## src/rtl/serial_subtractor_if.sv

```systemverilog
// Start/done handshake and operand/result bundle for the bit-serial subtractor.
// The master side requests an operation; the slave side resolves it and reports results.
interface serial_subtractor_if #(
    parameter int WIDTH = 8
);
    logic             start;
    logic [WIDTH-1:0] a;
    logic [WIDTH-1:0] b;
    logic             bi;
    logic             busy;
    logic             done;
    logic [WIDTH-1:0] d;
    logic             bo;
    logic             ov;

    modport master (
        output start, a, b, bi,
        input  busy, done, d, bo, ov
    );

    modport slave (
        input  start, a, b, bi,
        output busy, done, d, bo, ov
    );
endinterface

```

## src/rtl/serial_subtractor.sv

```systemverilog
// Bit-serial full subtractor: one difference bit per clock, LSB first, through a
// single full-subtractor cell and a borrow flop. Reports d = a - b - bi, borrow and overflow.
module serial_subtractor #(
    parameter int WIDTH = 8
) (
    input  logic               clk,
    input  logic               rst,
    serial_subtractor_if.slave bus
);
    localparam int CW = (WIDTH > 1) ? $clog2(WIDTH) : 1;

    typedef enum logic [1:0] {
        IDLE  = 2'd0,
        SHIFT = 2'd1,
        DONE  = 2'd2
    } state_t;

    state_t           state;
    state_t           state_nx;
    logic [CW-1:0]    cnt;
    logic [WIDTH-1:0] sa;
    logic [WIDTH-1:0] sb;
    logic [WIDTH-1:0] res;
    logic             br;
    logic             a_msb;
    logic             b_msb;

    logic             last;
    logic             dbit;
    logic             br_nx;
    logic [WIDTH:0]   res_cat;

    logic [WIDTH-1:0] d_q;
    logic             bo_q;
    logic             ov_q;
    logic             busy_q;
    logic             done_q;

    // Full-subtractor cell; the concatenation keeps the right shift legal for WIDTH=1.
    always_comb begin
        last    = (cnt == CW'(WIDTH - 1));
        dbit    = sa[0] ^ sb[0] ^ br;
        br_nx   = (~sa[0] & (sb[0] | br)) | (sb[0] & br);
        res_cat = {dbit, res};
    end

    always_comb begin
        state_nx = state;
        unique case (state)
            IDLE:    if (bus.start) state_nx = SHIFT;
            SHIFT:   if (last)      state_nx = DONE;
            DONE:                   state_nx = IDLE;
            default:                state_nx = IDLE;
        endcase
    end

    always_ff @(posedge clk) begin
        if (rst) state <= IDLE;
        else     state <= state_nx;
    end

    // Results are captured on the edge entering DONE so they are valid with the done pulse.
    always_ff @(posedge clk) begin
        if (rst) begin
            cnt    <= '0;
            sa     <= '0;
            sb     <= '0;
            res    <= '0;
            br     <= 1'b0;
            a_msb  <= 1'b0;
            b_msb  <= 1'b0;
            d_q    <= '0;
            bo_q   <= 1'b0;
            ov_q   <= 1'b0;
            busy_q <= 1'b0;
            done_q <= 1'b0;
        end else begin
            busy_q <= (state_nx != IDLE);
            done_q <= (state_nx == DONE);
            unique case (state)
                IDLE: begin
                    if (bus.start) begin
                        sa    <= bus.a;
                        sb    <= bus.b;
                        br    <= bus.bi;
                        cnt   <= '0;
                        a_msb <= bus.a[WIDTH-1];
                        b_msb <= bus.b[WIDTH-1];
                    end
                end
                SHIFT: begin
                    sa  <= sa >> 1;
                    sb  <= sb >> 1;
                    br  <= br_nx;
                    res <= res_cat[WIDTH:1];
                    cnt <= cnt + CW'(1);
                    if (last) begin
                        d_q  <= res_cat[WIDTH:1];
                        bo_q <= br_nx;
                        ov_q <= (a_msb ^ b_msb) & (dbit ^ a_msb);
                    end
                end
                DONE: ;
                default: ;
            endcase
        end
    end

    assign bus.d    = d_q;
    assign bus.bo   = bo_q;
    assign bus.ov   = ov_q;
    assign bus.busy = busy_q;
    assign bus.done = done_q;
endmodule

```

## src/flat_wrapper.sv

```systemverilog
// flat-port wrapper written by rule: the top's interface ports become plain ports
module serial_subtractor_flat 
#(
    parameter int WIDTH = 8
)
  (clk, rst, bus_start, bus_a, bus_b, bus_bi, bus_busy, bus_done, bus_d, bus_bo, bus_ov);
  serial_subtractor_if #(.WIDTH(WIDTH)) bus_i ();
  input  logic clk;
  input  logic rst;
  input wire logic [$bits(bus_i.start)-1:0] bus_start;
  input wire logic [$bits(bus_i.a)-1:0] bus_a;
  input wire logic [$bits(bus_i.b)-1:0] bus_b;
  input wire logic [$bits(bus_i.bi)-1:0] bus_bi;
  output wire logic [$bits(bus_i.busy)-1:0] bus_busy;
  output wire logic [$bits(bus_i.done)-1:0] bus_done;
  output wire logic [$bits(bus_i.d)-1:0] bus_d;
  output wire logic [$bits(bus_i.bo)-1:0] bus_bo;
  output wire logic [$bits(bus_i.ov)-1:0] bus_ov;
  assign bus_i.start = bus_start;
  assign bus_i.a = bus_a;
  assign bus_i.b = bus_b;
  assign bus_i.bi = bus_bi;
  assign bus_busy = bus_i.busy;
  assign bus_done = bus_i.done;
  assign bus_d = bus_i.d;
  assign bus_bo = bus_i.bo;
  assign bus_ov = bus_i.ov;
  serial_subtractor #(.WIDTH(WIDTH)) u_core (.clk(clk), .rst(rst), .bus(bus_i));
endmodule
```

## config.mk

```make
export PLATFORM = sky130hd
export DESIGN_NAME = serial_subtractor_flat
export DESIGN_NICKNAME = d
export VERILOG_FILES = /design/src/rtl/serial_subtractor_if.sv /design/src/rtl/serial_subtractor.sv /design/src/flat_wrapper.sv
export SDC_FILE = /design/constraint.sdc
export NUM_CORES = 1
export LEC_CHECK = 0
export CAP_MARGIN = 20
export CORE_UTILIZATION = 45
export DETAILED_ROUTE_END_ITERATION = 16
export GPL_TIMING_DRIVEN = 0
export PLACE_DENSITY = 0.73
export REMOVE_ABC_BUFFERS = 1
export SETUP_SLACK_MARGIN = 0.2
export SLEW_MARGIN = 5
export SYNTH_ARGS = -nofsm -noshare
export SYNTH_HDL_FRONTEND = slang
export SYNTH_SLANG_ARGS = --single-unit
```

## constraint.sdc

```tcl
create_clock -name clk -period 1.3 [get_ports clk]
set_input_delay 0.13 -clock clk [delete_from_list [all_inputs] [get_ports clk]]
set_output_delay 0.13 -clock clk [all_outputs]
set_load 0.03 [all_outputs]
```

Yosys cells after proc, flatten, opt, wreduce, memory -nomap -nowiden
Cells that the tools add are included.
- register bits after elaboration: 44
- input port bits: 20
- output and inout bits: 12
- word-level logic and storage cells: 45
- add/subtract/negate cells: 1
- equality and inequality tests: 4
- mux-type cells: 11
- bitwise gates (word level): 10
- reductions and logical operators: 6
- operator list (cell ; count):
    $pmux 8 s2 ; 2
    $mux 8 ; 2
    $pmux 3 s2 ; 1
    $reduce_and 2->1 ; 3
    $mux 2 ; 2
    $pmux 2 s2 ; 1
    $reduce_bool 2->1 ; 2
    $xor 1x1->1 ; 4
    $add 3x1->3 const B ; 1
    $and 1x1->1 ; 3
    $eq 3x3->1 const B ; 1
    $mux 3 ; 1
    $eq 2x1->1 const B ; 1
    $eq 2x2->1 const B ; 1
    $logic_not 2->1 ; 1
    $ne 2x2->1 const B ; 1
    $or 1x1->1 ; 2
    $pmux 1 s2 ; 1
    $mux 1 ; 1
    $not 1->1 ; 1

Depth between registers and ports, before layout
Gate-level depths: netlist of run 1.
- word-level depth: 4
- gate-level depth with buffers: 6
- mapped depth without buffers: 5

Worst setup path after synthesis of run 1
OpenSTA, ideal clock, no wires.
- kind: reg2reg
- from: register u_core.br
- to: register u_core.ov_q (netlist: u_core.bus.ov)
- library setup time: 0.125 ns
- arrival time: 1.315 ns
- data required time: 1.175 ns
- path slack: -0.141 ns
- cell stages (with the launch flop): 6
- buffers on the path: 0
- clock period less this slack: 1.441 ns
- cells stage by stage: dfxtp_1 inv_1 fa_1 and3b_1 a211oi_1 nor3_1
- cells in the longest elaborated chain, start to end: 3
- ends and longest elaborated chain (item ; line ; text):
    start, declared ; serial_subtractor.sv:24 ; logic br;
    start signal, assigned ; serial_subtractor.sv:85 ; br <= bus.bi;
    start signal, assigned ; serial_subtractor.sv:94 ; br <= br_nx;
    $xor 1x1->1 ; serial_subtractor.sv:42 ; dbit = sa[0] ^ sb[0] ^ br;
    named net u_core.dbit ; serial_subtractor.sv:29 ; logic dbit;
    $xor 1x1->1 ; serial_subtractor.sv:100 ; ov_q <= (a_msb ^ b_msb) & (dbit ^ a_msb);
    $and 1x1->1 ; serial_subtractor.sv:100 ;
    end signal, assigned ; serial_subtractor.sv:100 ;
    end, declared ; serial_subtractor.sv:35 ; logic ov_q;
The timed path passes the listed nets, and every way through them passes these cells.
A chain may end at the register's enable or synchronous reset.

Worst setup path after layout of run 1
Same ends and word-level chain as after synthesis.

==> impl_metrics.csv, run 1 <==
group,metric,value,unit
status,outcome,"finished with violations",
status,violations,"setup timing",
setup_path,required,1.45,ns
clock_network,cts_sinks,43,
route,vias_per_cell,5.318,
logic_synthesis,synth-edff-count,0,
logic_synthesis,synth_mux_area_share,10.06,%
placement,numPortBuffers,31,
clock_network,clk_latency,0.29,ns
clock_network,cts.clk_slew.worst_paths,0.07,ns
sta,timing.setup.tns,-0.2518,ns
logic_synthesis,synth_top_family_by_area,"simple AND/OR/NAND/NOR gates",
logic_synthesis,synth_warnings,0,
die,fp.dieH,63.31,um
logic_synthesis,netlist_instances,184,
setup_path,reg2reg_slack,-0.16,ns
setup_path,path_max_fanout,3,
route,first_pass_iters,4,
setup_path,critPathMaxStageDelay,0.50,ns
route,drt_iter0_markers,67,
logic_synthesis,ys.flop_type,"dfxtp_1",
clock_network,root_buffer,"clkbuf_8",
die,io_pins,32,
global_routing,grt_pass1_wl,6.354,mm
layout,instances_no_fill,277,
sta,min_period,1.462,ns
pwr,cellLeakagePower,0.9310,nW
logic_synthesis,synth.most_common_cell,"dfxtp_1",
logic_synthesis,synth_common_cells,"dfxtp_1 (43), nand2_1 (30), nor2_1 (28), a211oi_1 (19), mux2i_1 (17)",
route,ant_nets,0,
global_routing,antenna_found_initial,0,
sta,rsz0062_at_grt,"yes",
die,start_util,48.77,%
sta,slew_headroom,43.82,%
setup_path,path_cells,"inv_2 > fa_2 > and3b_1 > a211oi_2 > nor3_1",
clock_network,h-tree-depth,2,
logic_synthesis,synth_cell_type_count,21,
sta,fin_crit_sh,112.5,%
pwr,p_per_area,1091,mW/mm2
sta,hold_violations,0,
route,wl,4.169,mm
global_routing,grt_max_degree,44,
die,fp-row-count,21,
layout,antennaDiodeCount,0,
logic_synthesis,syn_area,0.001692,mm2
sta,slew_viol_final,0,
sta,finalSetupViolations,4,
route,vias,1473,
clock_network,cts_max_path_buffers,2,
logic_synthesis,syn_area_per_cell,9.194,um2
setup_path,path_class,"flip-flop to flip-flop",
pwr,peakVddDrop,0.6551,mV
sta,tightestPinTransition,0.8427,ns
setup_path,critPathLaunchType,"flip-flop",
setup_path,crit_path_end_kind,"flip-flop",
layout,seq_area,873.3,um2
die,core_area,0.003468,mm2
logic_synthesis,synth_seq_area_share,50.89,%
logic_synthesis,synth.top_cell.area_share,50.89,%
layout,multi_input_area,962.2,um2
flow_run,maxCapViolations,0,
die,dieWidth,63.31,um
setup_path,slowest_stage,"fa_2",
worst_hold_path,hp-class,"input pin to flip-flop",
global_routing,gr-total-overflow,0,
placement,dp.cells,248,
logic_synthesis,synthArstFlopShare,0,%
placement,dp.final_hpwl,2.065,mm
route,post-route-drc-count,0,
logic_synthesis,synth.area.top_cells,"dfxtp_1 (51%), mux2i_1 (10%), a211oi_1 (8.4%)",
placement,place.gp.congestion,0.7141,
die,die_area,0.004008,mm2
clock_network,cts_buffers,5,
sta,clock_skew,0.003912,ns
layout,drive_gt1_share,34.20,%
clock_network,tritoncts,"built",
layout,fillers,289,
layout,syn_to_final_growth,41.94,%
layout,final_nets,255,
route,wl_per_cell,15.05,um
logic_synthesis,synth_fa_ha_area_share,2.663,%
global_routing,grt_pass1_vias,1377,
sta,fmax,683.9,MHz
logic_synthesis,synth_xor_xnor_area_share,0,%
logic_synthesis,synth_top_area_cell,"dfxtp_1",
logic_synthesis,synth_compound_area_share,15.68,%
logic_synthesis,synth_seq_cells,43,
logic_synthesis,synthSimpleGateAreaFrac,15.90,%
setup_path,crit_arrival,1.61,ns
sta,layout_setup_ws,-0.1622,ns
global_routing,grt_usage,21.04,%
-- per-stage QoR --
step	utilization [%]	setup slack (ns)	hold WS (ns)	cell area, um2	power, mW
after global routing	69.23	-0.2071	0.4309	2401	2.734
final	69.23	-0.1622	0.4140	2401	2.619
after detailed placement	57.22	-0.8379	0.4468	1984	1.730
after CTS	67.10	-0.1241	0.4081	2327	2.562
after floorplan	-	-0.4107	0.1991	1622	1.605
after global placement	57.36	-0.8332	0.4400	1989	1.716
-- layer usage --
metal / global-route usage, % / routed length [um]
met3: 6.522 / 192
met2: 37.10 / 2117
met5: 0 / 0
met1: 23.30 / 1804
met4: 8.523 / 56
-- repair_timing --
item | 4_1_cts | 5_1_grt
cloned | 4 | 2
pin swaps | 16 | 11
endpoints found under the hold margin | 0 | 0
hold buffers | 0 | 0
setup endpoints to repair | 55 | 48
setup buffers | 11 | 6
gates resized for setup | 79 | 38
-- layout make-up --
type | instances | share of cell area, %
multi-input cells | 130 | 40.07
well taps | 46 | 2.397
clock buffers | 6 | 3.022
repair buffers | 49 | 17.67
flip-flops and latches | 43 | 36.37
inverters | 3 | 0.4690
-- sequential cells by signal, indices dropped and copies added, names as in the netlist, 2 cells and up --
register,cells
u_core.bus.d,8
u_core.cnt,3
u_core.sa,8
u_core.res,7
u_core.sb,8
u_core.state,2
-- power breakdown --
| group | total (mW) | leakage [nW] | switching, mW | internal, mW |
|---|---|---|---|---|
| Combinational | 0.422 | 0.539 | 0.199 | 0.223 |
| Sequential | 1.42 | 0.355 | 0.0449 | 1.38 |
| Clock | 0.774 | 0.0371 | 0.416 | 0.358 |
| Total | 2.62 | 0.931 | 0.659 | 1.96 |
-- worst max-delay path: cells and delay by family, from the launching register on --
| kind | cells | cell delay [ns] |
|---|---|---|
| compound gates | 1 | 0.16 |
| fa+ha+maj | 1 | 0.50 |
| buf+inv | 1 | 0.04 |
| flops | 1 | 0.34 |
| simple gates | 2 | 0.27 |
-- final timing paths --
path	depth (start not counted)	to	from
hold / removal	2	u_core.bus.busy	rst
hold reg to reg	2	u_core.bus.d[4]	u_core.bus.d[4]
setup / recovery	5	u_core.bus.ov	u_core.br
setup reg to reg	5	u_core.bus.ov	u_core.br
-- layout by cell type (no fill, tap or decap), drive strengths merged --
master and n:
fa 1, clkbuf 6, and2b 2, o21bai 1, nor3b 1, nand2 30, a211oi 19, a21oi 15
clkdlybuf4s50 17, dfxtp 43, buf 28, ha 2, nand3b 1, nor2 28, clkdlybuf4s15 3, mux2i 17
o21ba 4, dlygate4sd2 1, inv 3, a22oi 4, nor3 1, nand2b 1, and3b 3
-- kinds of logic (layout without fill, tap and decap cells) --
family | count (synthesis) | in the layout
adder cells (fa/ha/maj) | 3 | 3
AND/OR/NAND/NOR | 65 | 67
flip-flops | 43 | 43
AO/OA/AOI/OAI | 40 | 43
buffers and inverters | 16 | 58
multiplexers | 17 | 17
No activity file was read; power rests on OpenSTA's default activity.
==> run 2: changes to the inputs <==
--- a/config.mk
+++ b/config.mk
@@ -11,7 +11,7 @@
 export GPL_TIMING_DRIVEN = 0
 export PLACE_DENSITY = 0.73
 export REMOVE_ABC_BUFFERS = 1
-export SETUP_SLACK_MARGIN = 0.2
+export SETUP_SLACK_MARGIN = 0.05
 export SLEW_MARGIN = 5
 export SYNTH_ARGS = -nofsm -noshare
 export SYNTH_HDL_FRONTEND = slang
==> impl_metrics.csv, run 2 (synthesis results as in run 1) <==
group,metric,value,unit
worst_hold_path,hold-path-cell-count,2,
route,vias,1370,
sta,fin_hold_ws,0.3885,ns
setup_path,worst_r2r_startpoint,"u_core.br",
setup_path,reg2reg_slack,-0.10,ns
pwr,cellLeakagePower,0.9006,nW
setup_path,crit_path_end_kind,"flip-flop",
die,fp-row-count,21,
global_routing,grt_max_degree,44,
route,post-route-drc-count,0,
die,die_area,0.004008,mm2
route,drt_iter0_markers,57,
pwr,power.internal,1.912,mW
layout,fillers,321,
placement,place_area,0.001984,mm2
route,wl,3.478,mm
setup_path,critPathLaunchType,"flip-flop",
clock_network,tritoncts,"built",
setup_path,path_cells,"inv_2 > fa_2 > nor2_1 > a211oi_2 > nor3_1",
sta,hold_violations,0,
setup_path,crit_arrival,1.55,ns
pwr,power_frac_comb,13.2,%
sta,slew_viol_final,0,
pwr,swShare,24.55,%
sta,finalSetupViolations,3,
layout,syn_to_final_growth,31.95,%
worst_hold_path,hold_end,"u_core.bus.busy",
status,violations,"setup timing",
clock_network,cts_sinks,43,
placement,place_ws,-0.8379,ns
route,ant_nets,0,
sta,clock_skew,0.003932,ns
sta,min_period,1.402,ns
clock_network,cts.clk_slew.worst_paths,0.07,ns
placement,place.gp.congestion,0.7141,
sta,layout_setup_ws,-0.1021,ns
pwr,finalPower,2.533,mW
flow_run,maxCapViolations,0,
global_routing,grt_pass1_vias,1303,
pwr,clockPowerShare,30.5,%
layout,multi_input_area,847.1,um2
worst_hold_path,hp-class,"input pin to flip-flop",
die,start_util,48.77,%
setup_path,required,1.45,ns
pwr,seqPwrFrac,56.3,%
status,outcome,"finished with violations",
layout,fin_area,0.002232,mm2
clock_network,holdBufCountCts,0,
die,io_pins,32,
setup_path,critPathMaxStageDelay,0.60,ns
setup_path,path_class,"flip-flop to flip-flop",
placement,dp.cells,248,
sta,tightestPinTransition,0.7637,ns
layout,drive_gt1_share,19.18,%
layout,mostFrequentLayoutCell,"dfxtp_1",
die,fp.dieH,63.31,um
route,vias_per_cell,5.170,
sta,rsz0062_at_grt,"yes",
worst_hold_path,min_from,"rst",
placement,numPortBuffers,31,
setup_path,reg2reg_depth,5,
layout,seq_area,870.8,um2
setup_path,r2r-end,"u_core.bus.ov",
clock_network,cts_buffers,5,
route,first_pass_iters,4,
pwr,peakVddDrop,0.6908,mV
die,dieWidth,63.31,um
layout,layout_common_cells,"dfxtp_1 (37), nor2_1 (28), nand2_1 (22)",
layout,antennaDiodeCount,0,
die,core_area,0.003468,mm2
sta,fin_crit_sh,107.9,%
clock_network,h-tree-depth,2,
global_routing,grt_pass1_wl,5.878,mm
global_routing,gr-total-overflow,0,
clock_network,root_buffer,"clkbuf_8",
clock_network,clk_latency,0.29,ns
setup_path,slowest_stage,"fa_2",
layout,final_nets,243,
placement,dp.final_hpwl,2.065,mm
route,wl_per_cell,13.12,um
layout,final_util,64.36,%
clock_network,cts_max_path_buffers,2,
pwr,p_per_area,1135,mW/mm2
layout,instances_no_fill,265,
setup_path,path_max_fanout,3,
global_routing,grt_usage,19.39,%
pwr,p_switching,0.6218,mW
sta,timing.setup.tns,-0.1218,ns
sta,fmax,713.2,MHz
global_routing,antenna_found_initial,0,
sta,slew_headroom,49.09,%
==> run 2: area by class of cell <==
type,instances,area share [%]
Sequential cell,43,39.01
Clock buffer,6,3.251
Inverter,3,0.5045
Multi-Input combinational cell,127,37.95
Tap cell,46,2.578
Timing Repair Buffer,40,16.70
==> run 2: worst max path at each step <==
stage                               start       endpoint  slack, ns  cells after the start
after floorplan           u_core.state[0]  u_core.bus.ov      -0.41                      3
after detailed placement  u_core.state[0]  u_core.bus.ov      -0.84                      3
after global placement    u_core.state[0]  u_core.bus.ov      -0.83                      3
after global routing            u_core.br  u_core.bus.ov      -0.14                      5
final                           u_core.br  u_core.bus.ov      -0.10                      5
after CTS                    u_core.sb[0]  u_core.bus.ov      -0.13                      5
==> run 2: power by group through the flow <==
stage / Clock, mW / Combinational, mW / Sequential (mW)
after floorplan: 0 / 0.153 / 1.45
after global placement: 0 / 0.260 / 1.46
after detailed placement: 0 / 0.269 / 1.46
after CTS: 0.785 / 0.325 / 1.43
after global routing: 0.852 / 0.363 / 1.43
final: 0.772 / 0.334 / 1.43
==> run 2: routing by layer <==
metal | up-vias | wire (um) | GRT usage [%]
li1 | 701 | - | -
met1 | 635 | 1566 | 21.38
met2 | 27 | 1713 | 33.60
met3 | 7 | 134 | 6.522
met4 | 0 | 63 | 8.523
met5 | - | 0 | 0
==> run 2: what timing repair did <==
action | CTS | global route
setup buffers | 6 | 2
pin swaps | 16 | 6
endpoints found under the setup margin | 55 | 23
cloned | 3 | 0
resized for setup | 40 | 6
==> run 2: worst max-delay path: cells and delay by family, from the launching register on <==
kind / cells / cell delay [ns]
AND/OR/NAND/NOR: 2 / 0.12
AO/OA/AOI/OAI: 1 / 0.17
buffers and inverters: 1 / 0.04
adder cells (fa/ha/maj): 1 / 0.60
flip-flops: 1 / 0.34
